File: config.mk
export PLATFORM = sky130hd
export DESIGN_NAME = ecc_hamming_decoder
export DESIGN_NICKNAME = d
export VERILOG_FILES = /design/src/rtl/ecc_hamming_decoder.sv
export SDC_FILE = /design/constraint.sdc
export NUM_CORES = 1
export LEC_CHECK = 0
export ABC_AREA = 1
export CAP_MARGIN = 10
export CORE_MARGIN = 1.5
export CORE_UTILIZATION = 35
export CTS_BUF_LIST = sky130_fd_sc_hd__clkbuf_8 sky130_fd_sc_hd__clkbuf_16
export CTS_CLUSTER_DIAMETER = 120
export DETAILED_ROUTE_END_ITERATION = 10
export GPL_ROUTABILITY_DRIVEN = 0
export PLACE_DENSITY_LB_ADDON = 0.25
export SLEW_MARGIN = 20
export SYNTH_ARGS = -nofsm -noshare
export SYNTH_HDL_FRONTEND = slang
export SYNTH_SLANG_ARGS = --single-unit
File: constraint.sdc
create_clock -name clk -period 1.34 [get_ports clk]
set_clock_uncertainty 0.15 [all_clocks]
set_input_delay 0.134 -clock clk [delete_from_list [all_inputs] [get_ports clk]]
set_output_delay 0.134 -clock clk [all_outputs]
set_load 0.02 [all_outputs]
File: src/rtl/ecc_hamming_decoder.sv
// Two-stage pipelined Hamming SEC/SECDED decoder with valid/ready on both sides.
// Define ECC_DEC_CNT_EN to add saturating SEC/DED event counters with cnt_clr.
module ecc_hamming_decoder #(
  parameter int D      = 4,
  parameter int C      = 7,
  parameter bit SECDED = 1'b1
) (
  input  logic                   clk,
  input  logic                   rst,
  input  logic                   in_valid,
  output logic                   in_ready,
  input  logic [C-1:0]           codeword,
  input  logic                   extra_parity,
  output logic                   out_valid,
  input  logic                   out_ready,
  output logic [D-1:0]           dout,
  output logic                   single_err,
  output logic                   double_err,
`ifdef ECC_DEC_CNT_EN
  input  logic                   cnt_clr,
  output logic [15:0]            sec_cnt,
  output logic [15:0]            ded_cnt,
`endif
  output logic [$clog2(C+1)-1:0] err_pos
);

  function automatic int calc_p(input int d);
    int p;
    p = 1;
    while ((1 << p) < d + p + 1) p++;
    return p;
  endfunction

  function automatic int dpos(input int i);
    int n;
    int r;
    n = 0;
    r = 0;
    for (int p = 1; p <= C; p++) begin
      if ((p & (p - 1)) != 0) begin
        if (n == i) r = p;
        n++;
      end
    end
    return r;
  endfunction

  localparam int P  = calc_p(D);
  localparam int EW = $clog2(C + 1);
  localparam logic [P-1:0] CMAX = P'(C);

  logic [P-1:0] w_syn;
  logic         w_par;
  logic         w_pmis;
  logic [D-1:0] w_raw;
  logic [D-1:0] w_data;
  logic         w_nz;
  logic         w_oor;
  logic         w_fix;
  logic         w_sec;
  logic         w_ded;
  logic         w_s1_ld;
  logic         w_s2_ld;

  logic          r_s1_valid;
  logic [D-1:0]  r_s1_data;
  logic [P-1:0]  r_s1_syn;
  logic          r_s1_pmis;
  logic          r_s2_valid;
  logic [D-1:0]  r_dout;
  logic          r_sec;
  logic          r_ded;
  logic [EW-1:0] r_pos;

  always_comb begin
    w_syn = '0;
    w_par = 1'b0;
    for (int k = 0; k < C; k++) begin
      w_par = w_par ^ codeword[k];
      for (int j = 0; j < P; j++)
        if ((((k + 1) >> j) & 1) != 0)
          w_syn[j] = w_syn[j] ^ codeword[k];
    end
  end

  assign w_pmis = SECDED ? (w_par ^ extra_parity) : 1'b0;

  // only data positions travel to S2; parity bits are consumed by the syndrome
  for (genvar i = 0; i < D; i++) begin : g_dat
    localparam int POS = dpos(i);
    assign w_raw[i]  = codeword[POS-1];
    assign w_data[i] = r_s1_data[i]
                     ^ (w_fix && (r_s1_syn == P'(POS)));
  end

  assign w_nz  = |r_s1_syn;
  assign w_oor = r_s1_syn > CMAX;

  always_comb begin
    w_fix = 1'b0;
    w_sec = 1'b0;
    w_ded = 1'b0;
    unique case (1'b1)
      w_oor: w_ded = 1'b1;
      !w_oor && w_nz && (r_s1_pmis || !SECDED): begin
        w_fix = 1'b1;
        w_sec = 1'b1;
      end
      !w_nz && r_s1_pmis: w_sec = 1'b1;
      !w_oor && w_nz && !r_s1_pmis && SECDED: w_ded = 1'b1;
      default: ;
    endcase
  end

  assign w_s2_ld  = ~r_s2_valid | out_ready;
  assign w_s1_ld  = ~r_s1_valid | w_s2_ld;
  assign in_ready = w_s1_ld;

  always_ff @(posedge clk or posedge rst) begin
    if (rst) begin
      r_s1_valid <= 1'b0;
      r_s1_data  <= '0;
      r_s1_syn   <= '0;
      r_s1_pmis  <= 1'b0;
    end else if (w_s1_ld) begin
      r_s1_valid <= in_valid;
      if (in_valid) begin
        r_s1_data <= w_raw;
        r_s1_syn  <= w_syn;
        r_s1_pmis <= w_pmis;
      end
    end
  end

  always_ff @(posedge clk or posedge rst) begin
    if (rst) begin
      r_s2_valid <= 1'b0;
      r_dout     <= '0;
      r_sec      <= 1'b0;
      r_ded      <= 1'b0;
      r_pos      <= '0;
    end else if (w_s2_ld) begin
      r_s2_valid <= r_s1_valid;
      if (r_s1_valid) begin
        r_dout <= w_data;
        r_sec  <= w_sec;
        r_ded  <= w_ded;
        r_pos  <= EW'(r_s1_syn);
      end
    end
  end

  assign out_valid  = r_s2_valid;
  assign dout       = r_dout;
  assign single_err = r_sec;
  assign double_err = r_ded;
  assign err_pos    = r_pos;

`ifdef ECC_DEC_CNT_EN
  logic [15:0] r_sec_cnt;
  logic [15:0] r_ded_cnt;
  logic        w_out_hs;

  assign w_out_hs = r_s2_valid & out_ready;

  always_ff @(posedge clk or posedge rst) begin
    if (rst) begin
      r_sec_cnt <= '0;
      r_ded_cnt <= '0;
    end else if (cnt_clr) begin
      r_sec_cnt <= '0;
      r_ded_cnt <= '0;
    end else begin
      if (w_out_hs && r_sec && (r_sec_cnt != 16'hFFFF))
        r_sec_cnt <= r_sec_cnt + 16'd1;
      if (w_out_hs && r_ded && (r_ded_cnt != 16'hFFFF))
        r_ded_cnt <= r_ded_cnt + 16'd1;
    end
  end

  assign sec_cnt = r_sec_cnt;
  assign ded_cnt = r_ded_cnt;
`endif

endmodule

==> results, run 1 <==
- The global-route wire length before repair is 3374 um.
- The share of layout cells above drive strength 1 is a little under a fifth.
- Among all cell types in the netlist, the one instantiated most often is nand2_1.
- The effective utilization at floorplan is ~36%.
- The kind of cell adding the most delay to the critical path is flip-flops.
- The smallest setup slack after layout is 0.07508 ns.
- The actual slew at the worst max-slew pin is 0.2338 ns.
- On the worst path, the slowest cell contributes a delay of 0.40 ns.
- The routed design uses 966 um of met2 wire.
- The headroom to the max-slew limit is between 80% and 90%.
- The via count of the first global-routing pass is 821.
- The placement-stage worst setup slack is -0.2612 ns.
- The count of buffers added on input and output ports is 22.
- The final HPWL from detailed placement is 1548 um.
- Among all flip-flop cells after synthesis, the most frequent one is dfrtp_1.
- The overall die area is 0.003129 sq mm.
- The minimum period implied by the final worst setup slack is ~1.3 ns.
- The violation count after the first detailed-route iteration is 10.
- The height of the chip is ~56 um.
- At the end of the flow, the number of nets in the layout was approximately 170.
- The clock-pin transition on the worst setup and hold timing paths is 0.07 ns.
- The non-filler instance count after layout is 192.
- The largest voltage drop on the vdd net is 814.6 uV.
- The maximum clock path buffer count is 2.
- Sorting the synthesized cells by area gives the leading types as dfrtp_1 48%, nand2_1 15%, nand3_1 5.6%, o21ai_0 5.6%, inv_1 5.4%.
- The number of core rows is 19.
- The cell at the root of the clock tree is clkbuf_8.
- TritonCTS built the clock tree.
- The post-synthesis sequential area ratio is about half.
- The tightest min-delay check is of the primary input to asynchronous set/reset pin type.
- In this run the worst path has a maximum fanout of 3.
- The power density normalized to cell area is between 1000 and 1500 mW/mm^2.
- The number of failing setup endpoints in the final timing report is 0.
- The sort of element at the start of the critical path is a flip-flop.
- Timing would allow up to approximately 0.79 GHz.
- The tool flagged a number of max-cap violations equal to 0.
- The synthesized design contains 0 enable-type register cells.
- The largest area contributor in the synthesized netlist is dfrtp_1.
- In this run, distinct cell masters in the synthesized netlist total 19.
- The initial antenna violation count is 0.
- STA puts the critical path data required time at 1.06 ns.
- Measured along the x axis, the die boundary spans roughly 56 um.
- CTS saw 19 sinks.
- The number of antenna diodes in the final layout is 0.
- The max-slew violation count is 0.
- The total count of hold-check failures in the final report came to 0.
- From synthesis to final layout, the design area changed by 39.92%.
- The placed cell count is 188.
- In this run, flip-flops and latches consume 43.8% of the power.
- At the worst endpoint, the arrival time is 0.98 ns.
- Clock latency on the worst-skew pair, taken at its later pin, is approximately 0.25 ns.
- The switching share of total power is around 34%.
- In this run the static leakage power is 0.7548 nW.
- The number of fill cells is 267.
- After clock tree synthesis, the flow added hold-fix buffers numbering 0.
- In the final routed layout, each cell accounts on average for 9.682 um.
- The mapped netlist covers 980.9 sq um.
- The highest routing layer actually used is met4.
- The routed via count is 859.
- Global routing used 13.36% of the available tracks.
- The final critical path takes up a little over nine tenths of the cycle.
- The element type at the critical path end is a primary output.
- Counting both buffers and inverters, the worst setup path holds a total of 1.
- The number of clock buffers added by TritonCTS is 3.
- The synthesis warning total is 0.
- The internal power of the cells totals 1.201 mW.
- The DRC violation count after routing is 0.
- The completed layout was analyzed and its total power is between 1.5 and 2 mW.
- The signal on the critical path passes through dlygate4sd2_1.
- The run finished with clean final reports.
- In this run the remaining antenna-violating nets after routing total 0.
- The detailed-routing iteration count for the pre-antenna-repair pass is 3.
- The clock network power share is a little over a fifth.
- In this run the count of I/O pins placed on the die edge is 23.
- Counting flops with an async set or reset pin after synthesis yields a share of 100.0%.
- After synthesis, the mean cell area works out to 7.911 sq um.
- The amount of wire on met3 after detailed routing is roughly 77 um.
- The final wirelength is 1859 um.
- Among all stages on the critical path, the largest delay is contributed by dfrtp_1.
- The mean number of vias per cell is 4.474.
- The met1 layer wirelength in the final routing is 796 um.
- The analysis attributes to net switching a power of 0.6321 mW.
- Synthesis produced a netlist whose cell count is between 100 and 150.
- Setup repair after global routing left no endpoint under its margin.
- The core region is 0.002710 sq mm.
- The combinational group share of total power is 35.3%.
- The area fraction of the dominant cell type after synthesis is 48.47%.
- The total nets after synthesis is 136.
- The commonest cells after synthesis are 40 x nand2_1, 19 x dfrtp_1, 14 x inv_1.
- The number of buffers inserted to repair setup after CTS is 0.
- For this run the aggregate overflow at the end of global routing stands at 0.
- The H-tree depth reported by CTS is 1.
- The worst setup path is of the flip-flop to primary output kind.
- The count of state elements after synthesis is 19.
- Entering global routing, the biggest net connects 20 pins.
-- area by class of cell --
cell class | instances | area [sq um] | share of cell area, %
sequential | 19 | 475.5 | 34.64
multi-input combinational | 88 | 440.4 | 32.09
timing repair buffer | 35 | 315.3 | 22.97
inverter | 15 | 56.30 | 4.102
clock buffer | 3 | 41.29 | 3.008
tap | 31 | 38.79 | 2.826
clock inverter | 1 | 5.005 | 0.3646
-- final timing paths --
kind / startpoint / end / slack (ns) / cells past startpoint
hold reg to reg: err_pos[2]$_DFFE_PP0P_ / err_pos[2]$_DFFE_PP0P_ / 0.33 / 2
setup / recovery: out_valid$_DFFE_PP0P_ / out_valid / 0.08 / 1
max in group asynchronous: rst / r_s1_data[1]$_DFFE_PP0P_ / 0.80 / 3
hold / removal: rst / dout[3]$_DFFE_PP0P_ / 0.05 / 3
setup reg to reg: out_valid$_DFFE_PP0P_ / r_s1_syn[0]$_DFFE_PP0P_ / 0.12 / 6
min in group clk: codeword[5] / r_s1_data[2]$_DFFE_PP0P_ / 0.18 / 4
-- routing by layer --
metal | GRT usage, % | up-vias
li1 | - | 466
met1 | 16.02 | 373
met2 | 24.15 | 18
met3 | 1.860 | 2
met4 | 5.102 | 0
met5 | 0 | -
-- what timing repair did --
action / CTS / global route
pin swaps: 0 / 0
setup endpoints to repair: 11 / 4
resized for setup: 12 / 9
-- metrics by stage --
| step | utilization (%) | instance area [sq um] | hold WS [ns] | TNS (ns) |
|---|---|---|---|---|
| final | 50.65 | 1373 | 0.04618 | 0 |
| after global routing | 50.65 | 1373 | 0.07079 | 0 |
| after CTS | 50.18 | 1360 | 0.05544 | 0 |
| after detailed placement | 48.94 | 1326 | 0.3229 | -1.872 |
| after global placement | 48.94 | 1326 | 0.3181 | -1.511 |
| after floorplan | - | 985.9 | -0.06487 | 0 |
-- worst register-to-register path, delay by kind of cell, from the launching register on --
| kind | cells | cell delay, ns |
|---|---|---|
| and+or+nand+nor | 3 | 0.27 |
| buffers and inverters | 2 | 0.23 |
| DFF | 1 | 0.38 |
| AOI/OAI and AO/OA | 1 | 0.07 |
-- power by group through the flow --
stage          clock (mW)  combinational (mW)  sequential [mW]
2_1_floorplan           0               0.271            0.929
3_3_place_gp            0               0.715            0.811
3_5_place_dp            0               0.727            0.821
4_1_cts             0.397               0.658            0.806
5_1_grt             0.409               0.722            0.829
6_report            0.384               0.646            0.803
-- kinds of logic after synthesis --
| logic type | after synthesis | synth area share [%] |
|---|---|---|
| simple gates | 65 | 28.95 |
| flops | 19 | 48.47 |
| buf+inv | 17 | 7.397 |
| compound gates | 16 | 8.928 |
| xor+xnor | 7 | 6.250 |
-- cells in the final DEF (no fill, tap or decap), types with 2 or more instances in the layout --
cell type,count
xor2_1,2
nand3_1,10
nor3_1,3
clkdlybuf4s50_1,5
o21ai_1,3
o21ai_0,10
nor2_1,2
clkbuf_8,3
nand2_1,39
dfrtp_1,19
dlymetal6s2s_1,6
buf_4,13
dlygate4sd2_1,10
nand2_2,8
inv_1,14
xnor2_1,5
-- state kept, by name (all words and copies together), names as in the netlist --
signal and flops:
double_err 1, dout 4, err_pos 3, out_valid 1, r_s1_data 4, r_s1_pmis 1
r_s1_syn 3, r_s1_valid 1, single_err 1
(Power assumes the default switching activity.)
==> run 2, diff against run 1 <==
Settings changed: ABC_AREA 1 to 0, SKIP_CTS_REPAIR_TIMING set to 1.
==> results, run 2 <==
- The total clock buffers created by CTS is 3.
- The post-synthesis sequential area ratio is approximately 54%.
- For this design the top-level I/O count stands at 23.
- The total count of hold-check failures in the final report is 0.
- The worst pin sits at a relative slew slack of 83.51%.
- The cell at the root of the clock tree is clkbuf_8.
- The largest total area in the synthesized netlist belongs to dfrtp_1.
- The clock tree from TritonCTS is done.
- The post-layout total power is 1.885 mW.
- When the netlist entered floorplanning its net count stood at 85.
- The pin count of the biggest net entering global routing is 20.
- The share of synthesized registers carrying an async set or reset is between 90% and 100%.
- The core box area is roughly 0.0023 sq mm.
- The synthesis warning total is 0.
- The combined flip-flop and latch cell area is 476.7 sq um.
- The clock latency on the worst-skew pair is 0.25 ns.
- The actual slew at the worst max-slew pin is 0.2456 ns.
- The sort of element at the start of the critical path is a flip-flop.
- The synthesized design devotes to its leading area cell type 54.44% of total area.
- The static power due to leakage is 0.6878 nW.
- The number of fill cells is 192.
- The number of cell instances on the worst register-to-register path is 4.
- The first global-routing pass estimated 2829 um of wire.
- The power density normalized to cell area is 1389 mW/mm^2.
- The final wirelength is 1556 um.
- The most common cell in the synthesized netlist is dfrtp_1.
- Summing all multi-input logic gate instances after layout gives between 400 and 500 sq um.
- Using the TritonRoute via totals, the vias-per-cell ratio works out to roughly 4.7.
- From synthesis to final layout, the design area changed by 55.44%.
- In this run the deepest clock path goes through 2 buffers.
- For this configuration, the core starts out at a cell density of between 30% and 40%.
- The wire length per cell is 11.28 um.
- The routed layout has ~650 vias.
- The initial antenna violation count is 0.
- The number of buffers inserted by port buffering is 22.
- Cells fill 59.65% of the core in the end.
- Setup repair after global routing could not meet its margin everywhere.
- The DRC violation count after routing is 0.
- The overall die area is ~0.0028 sq mm.
- After synthesis, the most frequently instantiated cells are 19 x dfrtp_1, 10 x nand2_1, 9 x mux2_2, 9 x xnor2_1, 6 x o21ai_0.
- The number of enable flip-flop cells after synthesis is 0.
- The die is 52.95 um wide.
- The die is 52.95 um tall.
- The remaining global-route overflow is 0.
- Ranked by total cell area, the synthesized netlist is headed by dfrtp_1 54%, mux2_2 12%, xnor2_1 9.0%, xor2_1 5.0%, nand2_1 4.3%.
- The count of state elements after synthesis is 19.
- After the first detailed-routing iteration, the DRC count stood at 0.
- The final HPWL from detailed placement is about 1300 um.
- The reg-to-reg critical path endpoint is r_s1_data[1]$_DFFE_PP0P_.
- Derived from the worst setup path, the maximum achievable clock frequency is around 0.77 GHz.
- Data arrives at the worst endpoint at 1.02 ns.
- The type of the tightest min-delay check is primary input to asynchronous set/reset pin.
- In this run the number of H-tree levels came out at 1.
- The count of different cell masters after synthesis is 16.
- The total of max-cap violations is 0.
- The commonest non-fill, non-tap cell in the layout is dfrtp_1.
- The clock-pin transition on the worst setup and hold timing paths is around 0.070 ns.
- The area of the mapped netlist is approximately 870 sq um.
- The clock sink total is 19.
- The largest voltage drop on the vdd net is 667.0 uV.
- The run finished with clean final reports.
- The minimum period implied by the final worst setup slack is 1.299 ns.
- For this run, the total global-route usage over all layers was measured as roughly 14%.
- Synthesis produced a netlist whose cell count is 73.
- The max-slew violation count is 0.
- The most used flip-flop cell after synthesis is dfrtp_1.
- The critical path class is flip-flop to primary output.
- The detailed-routing iteration count for the pre-antenna-repair pass is 1.
- The via count of the first global-routing pass is 656.
- The share of layout cells above drive strength 1 is slightly below 30%.
- The number of core rows is 17.
- The repair_antennas step left the layout with diodes totalling 0.
- The data required time of the worst path is 1.06 ns.
- The startpoint identified for the worst register-to-register timing path is out_valid$_DFFE_PP0P_.
- The element type at the critical path end is a primary output.
- The count of nets left with antenna violations once routing finished came out at 0.
- The final cycle utilization of the critical path is between 90% and 100%.
- The number of failing setup endpoints in the final timing report is 0.
- In the layout the commonest cells are 18 x dfrtp_1, 12 x dlymetal6s2s_1, 11 x buf_4, 10 x clkdlybuf4s50_1.
- The largest fanout on the critical path is 3.
- Dividing the synthesized area by the synthesized cell count gives 11.96 sq um.
- For flop-to-flop paths, the worst setup slack is 0.05 ns.
- The number of nets in the finished design is 123.
run 2: cell count changes in the layout (fill, tap and decap cells not counted), sizes merged, moves of 4 or more:
cell | previous run | this run
inv | 15 | 2
clkdlybuf4s50 | 5 | 10
xnor2 | 5 | 9
mux2 | 0 | 9
dlygate4sd2 | 10 | 0
dlymetal6s2s | 6 | 12
o21ai | 14 | 7
xor2 | 2 | 6
nand3 | 11 | 0
nand2 | 47 | 10
run 2: where the power goes:
group	leakage (nW)	total [mW]	internal (mW)	switching [mW]
Sequential	0.226	0.836	0.718	0.118
Combinational	0.435	0.676	0.375	0.301
Clock	0.0269	0.373	0.203	0.170
run 2: worst max-delay path, stage by stage (launching register included):
cell and delay (ns):
dfrtp_2 0.41, nand3b_1 0.12, dlymetal6s2s_1 0.24
run 2: logic make-up after synthesis:
group	count (synthesis)	share of synthesized area, %
flops	19	54.44
simple gates	19	11.61
xor+xnor	15	15.90
mux	9	11.60
compound gates	8	4.871
buf+inv	3	1.576
run 2: cell type report:
| cell class | count | share of cell area [%] |
|---|---|---|
| timing repair buffer | 35 | 26.18 |
| sequential | 19 | 35.12 |
| clock buffer | 3 | 3.041 |
| clock inverter | 1 | 0.2765 |
| tap | 28 | 2.581 |
| inverter | 1 | 0.2765 |
| multi-input combinational | 51 | 32.53 |
run 2: stage by stage:
| step | worst slack [ns] | cells | instance area [sq um] | hold WS [ns] | setup TNS (ns) |
|---|---|---|---|---|---|
| 2_1_floorplan | -0.1972 | 73 | 902.1 | -0.06494 | -0.8761 |
| 3_3_place_gp | -0.2733 | 133 | 1231 | 0.3120 | -3.523 |
| 3_5_place_dp | -0.2831 | 133 | 1231 | 0.3273 | -3.914 |
| 4_1_cts | -0.3273 | 137 | 1276 | 0.05842 | -1.935 |
| 5_1_grt | -0.01184 | 138 | 1358 | 0.08426 | -0.03256 |
| 6_report | 0.04064 | 138 | 1358 | 0.04451 | 0 |
run 2: how the worst max path moves through the flow:
stage / start / cells after the start / slack (ns) / endpoint
after global routing: codeword[6] / 5 / -0.01 / r_s1_pmis$_DFFE_PP0P_
final: out_valid$_DFFE_PP0P_ / 2 / 0.04 / in_ready
after detailed placement: out_ready / 5 / -0.28 / r_s1_syn[1]$_DFFE_PP0P_
after floorplan: out_valid$_DFFE_PP0P_ / 4 / -0.20 / r_s1_data[0]$_DFFE_PP0P_
after global placement: out_ready / 3 / -0.27 / in_ready
after CTS: out_valid$_DFFE_PP0P_ / 2 / -0.33 / in_ready
run 2: per-layer routing:
metal  vias to the layer above  share of wire (%)  track usage [%]  wire length [um]
li1                        321                  -                -                 -
met1                       306                 42            16.88               655
met2                        18                 50            23.96               783
met3                         2                6.0            2.542                94
met4                         0                1.4            7.692                22
met5                         -                  0                0                 0
